<file path="config.mk">
export PLATFORM = sky130hd
export DESIGN_NAME = accel_sequencer
export DESIGN_NICKNAME = d
export VERILOG_FILES = /design/src/rtl/accel_sequencer.sv
export SDC_FILE = /design/constraint.sdc
export NUM_CORES = 1
export LEC_CHECK = 0
export ABC_AREA = 1
export CORE_AREA = 2 2 152 154
export DETAILED_ROUTE_END_ITERATION = 7
export DIE_AREA = 0 0 154 156
export GPL_ROUTABILITY_DRIVEN = 0
export PLACE_DENSITY = 0.67
export SETUP_SLACK_MARGIN = 0.4
export SYNTH_ARGS = -nofsm -noshare
export SYNTH_HDL_FRONTEND = slang
export SYNTH_SLANG_ARGS = --single-unit
export TNS_END_PERCENT = 20
</file>
<file path="constraint.sdc">
create_clock -name clk -period 1.9 [get_ports clk]
set_clock_uncertainty 0.1 [all_clocks]
set_input_delay 0.19 -clock clk [delete_from_list [all_inputs] [get_ports clk]]
set_output_delay 0.19 -clock clk [all_outputs]
set_load 0.1 [all_outputs]
</file>
<file path="src/rtl/accel_sequencer.sv">
// Layer-level controller stepping one conv/act/pool accelerator through a multi-filter pass.
// Define SEQ_DRAIN_WDT_EN to enable the drain watchdog (sets err and skips a stuck filter).
module accel_sequencer #(
    parameter int unsigned n         = 10,
    parameter int unsigned k         = 3,
    parameter int unsigned p         = 2,
    parameter int unsigned NF        = 4,
    parameter int unsigned N         = 16,
    parameter int unsigned AW        = 10,
    parameter int unsigned DRAIN_MAX = 64
) (
    input  logic             clk,
    input  logic             global_rst,
    input  logic             start,
    input  logic             abort,
    output logic             busy,
    output logic             done,
    output logic             err,
    output logic             act_rd,
    output logic [AW-1:0]    act_addr,
    input  logic [N-1:0]     act_data,
    output logic             w_rd,
    output logic [7:0]       w_addr,
    input  logic [k*k*N-1:0] w_data,
    output logic             acc_rst,
    output logic             acc_ce,
    output logic [N-1:0]     acc_activation,
    output logic [k*k*N-1:0] acc_weights,
    input  logic [N-1:0]     acc_data_out,
    input  logic             acc_valid_op,
    input  logic             acc_end_op,
    output logic             out_wr,
    output logic [AW-1:0]    out_addr,
    output logic [N-1:0]     out_data
);

    localparam int unsigned PO  = (n - k + 1) / p;
    localparam int unsigned NPO = PO * PO;
    localparam int unsigned NN  = n * n;
    localparam int unsigned IW  = (NN > 1) ? $clog2(NN) : 1;
    localparam int unsigned OW  = $clog2(NPO + 1);

    if (NF < 1 || NF > 256) begin : g_bad_nf
        $error("accel_sequencer: NF must be 1..256");
    end
    if (DRAIN_MAX < 1) begin : g_bad_drain
        $error("accel_sequencer: DRAIN_MAX must be at least 1");
    end

    typedef enum logic [2:0] {
        StIdle, StLoadW, StLatchW, StClr, StStream, StDrain, StNext, StDone
    } state_t;

    state_t         state_q;
    logic [7:0]     f_q;
    logic [IW-1:0]  icnt_q;
    logic [OW-1:0]  ocnt_q;
    logic           clr_second_q;
    logic           rd_q;
    logic           abort_hit;
    logic           in_capture;
    logic           drain_exit;

`ifdef SEQ_DRAIN_WDT_EN
    localparam int unsigned DW = $clog2(DRAIN_MAX + 1);
    logic [DW-1:0]  dcnt_q;
`else
    assign err = 1'b0;
`endif

    // DONE always finishes its pulse, so abort is only honoured before it.
    assign abort_hit  = abort && (state_q != StIdle) && (state_q != StDone);
    assign in_capture = (state_q == StStream) || (state_q == StDrain);
    assign drain_exit = acc_end_op && (ocnt_q == OW'(NPO));

    assign out_wr   = acc_valid_op && in_capture && (ocnt_q < OW'(NPO)) && !abort_hit;
    assign out_addr = AW'(f_q) * AW'(NPO) + AW'(ocnt_q);
    assign out_data = acc_data_out;

    // Read data returns one cycle after act_rd, so ce follows the delayed strobe.
    assign acc_ce         = (rd_q || (state_q == StDrain)) && !abort_hit;
    assign acc_activation = rd_q ? act_data : '0;
    assign act_addr       = AW'(icnt_q);
    assign w_addr         = f_q;

    always_ff @(posedge clk) begin
        if (!global_rst) begin
            state_q      <= StIdle;
            f_q          <= '0;
            icnt_q       <= '0;
            ocnt_q       <= '0;
            clr_second_q <= 1'b0;
            rd_q         <= 1'b0;
            busy         <= 1'b0;
            done         <= 1'b0;
            act_rd       <= 1'b0;
            w_rd         <= 1'b0;
            acc_rst      <= 1'b1;
            acc_weights  <= '0;
`ifdef SEQ_DRAIN_WDT_EN
            dcnt_q       <= '0;
            err          <= 1'b0;
`endif
        end else begin
            done    <= 1'b0;
            w_rd    <= 1'b0;
            act_rd  <= 1'b0;
            acc_rst <= 1'b0;
            rd_q    <= act_rd && !abort_hit;
            if (out_wr) begin
                ocnt_q <= ocnt_q + 1'b1;
            end
            if (abort_hit) begin
                state_q <= StIdle;
                busy    <= 1'b0;
                acc_rst <= 1'b1;
            end else begin
                unique case (state_q)
                    StIdle: begin
                        if (start) begin
                            state_q <= StLoadW;
                            f_q     <= '0;
                            busy    <= 1'b1;
                            w_rd    <= 1'b1;
`ifdef SEQ_DRAIN_WDT_EN
                            err     <= 1'b0;
`endif
                        end
                    end
                    StLoadW: begin
                        state_q <= StLatchW;
                    end
                    StLatchW: begin
                        acc_weights  <= w_data;
                        acc_rst      <= 1'b1;
                        clr_second_q <= 1'b0;
                        state_q      <= StClr;
                    end
                    StClr: begin
                        icnt_q       <= '0;
                        ocnt_q       <= '0;
                        clr_second_q <= 1'b1;
`ifdef SEQ_DRAIN_WDT_EN
                        dcnt_q       <= '0;
`endif
                        if (clr_second_q) begin
                            state_q <= StStream;
                            act_rd  <= 1'b1;
                        end else begin
                            acc_rst <= 1'b1;
                        end
                    end
                    StStream: begin
                        icnt_q <= icnt_q + 1'b1;
                        if (icnt_q == IW'(NN - 1)) begin
                            state_q <= StDrain;
                        end else begin
                            act_rd <= 1'b1;
                        end
                    end
                    StDrain: begin
`ifdef SEQ_DRAIN_WDT_EN
                        dcnt_q <= dcnt_q + 1'b1;
                        if (drain_exit) begin
                            state_q <= StNext;
                        end else if (dcnt_q == DW'(DRAIN_MAX - 1)) begin
                            err     <= 1'b1;
                            state_q <= StNext;
                        end
`else
                        if (drain_exit) begin
                            state_q <= StNext;
                        end
`endif
                    end
                    StNext: begin
                        f_q <= f_q + 1'b1;
                        if (f_q == 8'(NF - 1)) begin
                            state_q <= StDone;
                            done    <= 1'b1;
                        end else begin
                            state_q <= StLoadW;
                            w_rd    <= 1'b1;
                        end
                    end
                    StDone: begin
                        state_q <= StIdle;
                        busy    <= 1'b0;
                    end
                    default: begin
                        state_q <= StIdle;
                    end
                endcase
            end
        end
    end

endmodule

</file>
Yosys cells after proc, flatten, opt, wreduce, memory -nomap -nowiden

Index checks and enable logic that the tools add are counted.

Add/subtract/negate cells: 4
Order comparisons: 1
Equal/unequal tests: 15
Mux-type cells: 25
Bitwise gates (word level): 3
Reductions and logical operators: 25

Operators by type and width:

| kind                                           | count |
|---|---|
| one-hot mux 3 bit (8 select lines)             | 1 |
| two-way mux 16 bit                             | 1 |
| one-hot mux 8 bit (2 select lines)             | 1 |
| two-way mux 3 bit                              | 5 |
| two-way mux 5 bit                              | 3 |
| one-hot mux 7 bit (2 select lines)             | 1 |
| == test 3 bit (second input constant)          | 4 |
| adder 10 x 5 -> 10 bit                         | 1 |
| one-hot mux 1 bit (2 select lines)             | 5 |
| adder 8 x 1 -> 8 bit (second input constant)   | 1 |
| == test 8 x 2 -> 1 bit (second input constant) | 1 |
| logical AND 1 bit                              | 8 |
| two-way mux 8 bit                              | 1 |
| AND reduction 2 bit                            | 4 |
| nonzero test 2 bit                             | 4 |
| adder 7 x 1 -> 7 bit (second input constant)   | 1 |
| == test 7 bit (second input constant)          | 1 |
| two-way mux 1 bit                              | 7 |
| == test 3 x 2 -> 1 bit (second input constant) | 2 |
| != test 2 bit (second input constant)          | 3 |
| adder 5 x 1 -> 5 bit (second input constant)   | 1 |
| == test 5 bit (second input constant)          | 1 |
| < comparator 5 bit (second input constant)     | 1 |
| AND reduction 4 bit                            | 1 |
| 11 further kinds                               | 14 |

Register bits after elaboration: 174
Input port bits: 182
Output and inout port bits: 212
Logic and storage cells: 85

Longest topological paths before layout

Word-level depth: 8
Mapped depth: 10
Depth with buffers taken out: 10

Least setup slack after synthesis

Ideal clock, no wire load.

Kind: reg-to-output
Start: reg f_q[0] (netlist: w_addr[0])
End: out out_addr[8]
Arrival: 3.054 ns
Data required time: 1.610 ns
Setup slack: -1.444 ns
Cell stages (with the launch flop): 5
Buffers on the path: 0
Cells stage by stage: dfxtp_1 > ha_1 > ha_1 > nand3_1 > xor2_1

Cells in the longest elaborated chain, start to end: 1

Ends and longest elaborated chain:

| what                     | line | RTL |
|---|---|---|
| start: declaration       | 55   | `logic [7:0] f_q;` |
| start signal: assignment | 177  | `f_q <= f_q + 1'b1;` |
| adder 10 x 5 -> 10 bit   | 77   | `assign out_addr = AW'(f_q) * AW'(NPO) + AW'(ocnt_q);` |
| end: declaration         | 33   | `output logic [AW-1:0] out_addr,` |

No other way between the ends.

Worst setup path after layout

Start: reg ocnt_q[4]
End: out out_addr[8]

Cells in the longest elaborated chain, start to end: 1

Ends and longest elaborated chain:

| what                     | line | RTL |
|---|---|---|
| start: declaration       | 57   | `logic [OW-1:0] ocnt_q;` |
| start signal: assignment | 111  | `ocnt_q <= ocnt_q + 1'b1;` |
| adder 10 x 5 -> 10 bit   | 77   |  |

No other way between the ends.

==> insert_results.sql <==
INSERT INTO impl_metrics (metric_group, metric, value, unit) VALUES
('sta', 'hold-worst-slack', '0.100', 'ns'),
('worst_setup_path', 'worst_ep_required_time', '1.61', 'ns'),
('layout', 'final_nets', '1503', ''),
('sta', 'unrepaired_setup_endpoints_after_global_routing', 'yes', ''),
('die', 'die-width', '154', 'um'),
('detailed_routing', 'routedWlPerCell', '16.9', 'um'),
('sta', 'tightest_slew', '0.527', 'ns'),
('place', 'place_inst', '1529', ''),
('die', 'chipHeight', '156', 'um'),
('detailed_routing', 'drc', '0', ''),
('detailed_routing', 'vias_per_cell', '4.66', ''),
('synthesis', 'ys_warn_count', '0', ''),
('sta', 'final_max_slew_viol_count', '0', ''),
('detailed_routing', 'antenna_left', '0', ''),
('clocking', 'cts.sinks', '174', ''),
('worst_hold_path', 'worst_hold_path.num_cells', '3', ''),
('detailed_routing', 'drt_wl_total', '27200', 'um'),
('clocking', 'cts.path.max_buffers', '2', ''),
('synthesis', 'post_synth.cell_area_avg', '7.33', 'um2'),
('global_route', 'grt_remaining_overflow', '0', ''),
('die', 'design.core.area', '22400', 'um2'),
('layout', 'layout.cells.most_common_list', 'sky130_fd_sc_hd__nor2_1 (199), sky130_fd_sc_hd__buf_4 (184), sky130_fd_sc_hd__clkdlybuf4s50_1 (164)', ''),
('synthesis', 'synthesis.area', '6850', 'um2'),
('place', 'dp.final_hpwl', '17200', 'um'),
('clocking', 'clk_latency', '0.42', 'ns'),
('synthesis', 'synthesis.instances', '934', ''),
('synthesis', 'synth-edff-count', '0', ''),
('pwr', 'power.leakage', '5.88', 'nW'),
('worst_setup_path', 'r2r.worst_path.cells', '9', ''),
('worst_setup_path', 'end_kind', 'output port', ''),
('detailed_routing', 'drtIter0Drc', '325', ''),
('sta', 'final_hold_viol_count', '0', ''),
('clocking', 'clock_tree.root_cell', 'sky130_fd_sc_hd__clkbuf_16', ''),
('synthesis', 'synth_seq_area_share', '50.8', '%'),
('worst_setup_path', 'rr_startpoint', 'state_q[1]', ''),
('pwr', 'ir_drop', '898', 'uV'),
('layout', 'flow.area_growth_from_synthesis', '103', '%'),
('layout', 'post_route_cells_drive_above_1_share', '44.2', '%'),
('global_route', 'first_global_vias', '7360', ''),
('synthesis', 'asyncSetResetFlopFracSynth', '0', '%'),
('worst_setup_path', 'regToRegEndpoint', 'acc_weights[91]', ''),
('detailed_routing', 'via_count', '7519', ''),
('die', 'initial_core_util', '30.6', '%'),
('global_route', 'grt_start_max_net_pins', '80', ''),
('worst_setup_path', 'critical_path_arrival', '1.59', 'ns'),
('clocking', 'h-tree-depth', '4', ''),
('die', 'die-area', '24000', 'um2'),
('sta', 'min_period', '1.88', 'ns'),
('worst_setup_path', 'worst-r2r-setup-slack', '0.16', 'ns'),
('sta', 'relSlewSlack', '64.9', '%'),
('place', 'place_worst_setup_slack', '0.0441', 'ns'),
('clocking', 'cts_tree', 'yes', ''),
('detailed_routing', 'drt_pass_1_iters', '4', ''),
('sta', 'maxClockFrequency', '531', 'MHz'),
('worst_setup_path', 'critPathLaunchType', 'register', ''),
('pwr', 'totalPowerFinal', '17.8', 'mW'),
('worst_setup_path', 'critPathKind', 'reg2out', ''),
('layout', 'finish.cell_count_without_fillers', '1614', ''),
('run', 'cap_violations', '0', ''),
('sta', 'fin_ws', '0.0166', 'ns'),
('worst_setup_path', 'timing.critical_path.fanout_max', '2', ''),
('die', 'boundaryPins', '394', ''),
('place', 'i_o_buffers', '357', ''),
('run_status', 'outcome', 'completed', ''),
('sta', 'crit_share_post_route', '99.1', '%'),
('clocking', 'clk_pin_slew', '0.07', 'ns'),
('global_route', 'number_of_antenna_violations_at_the_first_check_in_global_routing', '1', ''),
('sta', 'finalSetupViolations', '0', ''),
('synthesis', 'yosys.cell_types.count', '28', ''),
('layout', 'layout.cells.most_common', 'sky130_fd_sc_hd__nor2_1', ''),
('pwr', 'pwr_density_cell', '1280', 'nW/um2'),
('worst_hold_path', 'holdPathEnd', 'w_rd', ''),
('worst_hold_path', 'hold_class', 'in2reg', ''),
('clocking', 'numCtsBuffers', '17', ''),
('global_route', 'first_pass_grt_wire_length', '40400', 'um'),
('synthesis', 'synth_ff_type', 'sky130_fd_sc_hd__dfxtp_1', ''),
('synthesis', 'ys_ff_latch', '174', ''),
('worst_hold_path', 'start_point_of_the_worst_min_delay_path', 'global_rst', ''),
('global_route', 'globalRouteTotalUtil', '21.6', '%'),
('die', 'rows', '55', '');
registers in the layout, summed over array words and instances (netlist names):
name          count
ocnt_q            5
rd_q              1
w_addr            8
w_rd              1
acc_rst           1
acc_weights     144
clr_second_q      1
act_rd            1
done              1
icnt_q            7
state_q           3
busy              1
where the power goes:
part           internal [mW]  switching (mW)  total, mW  leakage (nW)
Sequential              4.29           0.589       4.88          1.42
Clock                   1.80            1.70       3.50         0.287
Combinational           2.75            6.67       9.41          4.17
Total                   8.84            8.95       17.8          5.88
cells by family after synthesis:
kind of cell	synth area share [%]
buf+inv	9.24
flops	50.8
xor+xnor	0.895
simple gates	25.2
fa+ha+maj	1.10
other cells	0.0547
compound gates	12.6
worst max path at each step:
stage / slack, ns / startpoint / endpoint
global route: -0.05 / ocnt_q[4] / out_addr[8]
finish: 0.02 / ocnt_q[4] / out_addr[8]
CTS: -0.02 / ocnt_q[4] / out_addr[8]
floorplan: -0.07 / w_addr[2] / out_addr[9]
global placement: 0.04 / abort / acc_weights[97]
detailed placement: 0.04 / abort / acc_weights[97]
what timing repair did:
item,in CTS,in global routing
resized for setup,460,144
hold endpoints to repair,3,0
hold buffers,1,0
setup buffers,23,8
pin swaps,277,264
setup endpoints to repair,193,194
cloned,15,5
per-layer routing:
layer / track usage, % / vias to the layer above / share of wire [%]
li1: - / 3712 / -
met1: 24.6 / 3488 / 39
met2: 38.3 / 280 / 51
met3: 6.67 / 39 / 7.3
met4: 7.70 / 0 / 2.6
met5: 0 / - / 0
critical path, stage by stage, from the launching register on:
cell and delay, ns:
sky130_fd_sc_hd__dfxtp_4 0.36, sky130_fd_sc_hd__ha_4 0.18, sky130_fd_sc_hd__ha_4 0.17, sky130_fd_sc_hd__nand3_4 0.10, sky130_fd_sc_hd__xor2_4 0.17, sky130_fd_sc_hd__buf_12 0.19
cells in the mapped netlist, types with 2 or more instances:
library cell	count	area (um2)
sky130_fd_sc_hd__nor2_1	324	1220
sky130_fd_sc_hd__dfxtp_1	174	3480
sky130_fd_sc_hd__o21ai_0	142	711
sky130_fd_sc_hd__nand2_1	82	308
sky130_fd_sc_hd__inv_1	54	203
sky130_fd_sc_hd__clkbuf_1	32	120
sky130_fd_sc_hd__buf_4	28	210
sky130_fd_sc_hd__nand3_1	27	135
sky130_fd_sc_hd__a21oi_1	16	80.1
sky130_fd_sc_hd__buf_2	13	65.1
sky130_fd_sc_hd__o21ai_1	9	45.0
sky130_fd_sc_hd__xor2_1	7	61.3
sky130_fd_sc_hd__ha_1	6	75.1
sky130_fd_sc_hd__nand4_1	3	18.8
sky130_fd_sc_hd__buf_6	2	22.5
sky130_fd_sc_hd__inv_2	2	7.51
sky130_fd_sc_hd__nor3_1	2	10.0
layout make-up:
type | instances | area [um2]
Sequential cell | 174 | 3520
Multi-Input combinational cell | 631 | 4370
Tap cell | 285 | 357
Timing Repair inverter | 3 | 62.6
Fill cell | 1815 | 8480
Timing Repair Buffer | 431 | 4710
Inverter | 57 | 282
Clock buffer | 19 | 443
Clock inverter | 13 | 141
Antenna cell | 1 | 2.50
through the flow:
stage               util [%]  setup TNS (ns)  instance area (um2)
CTS                     59.2         -0.0180                13200
global placement        47.9               0                10700
detailed placement      47.9               0                10700
floorplan                  -          -0.107                 7040
finish                  62.1               0                13900
global route            62.1         -0.0662                13900
Power figures use the tool's default switching activity.
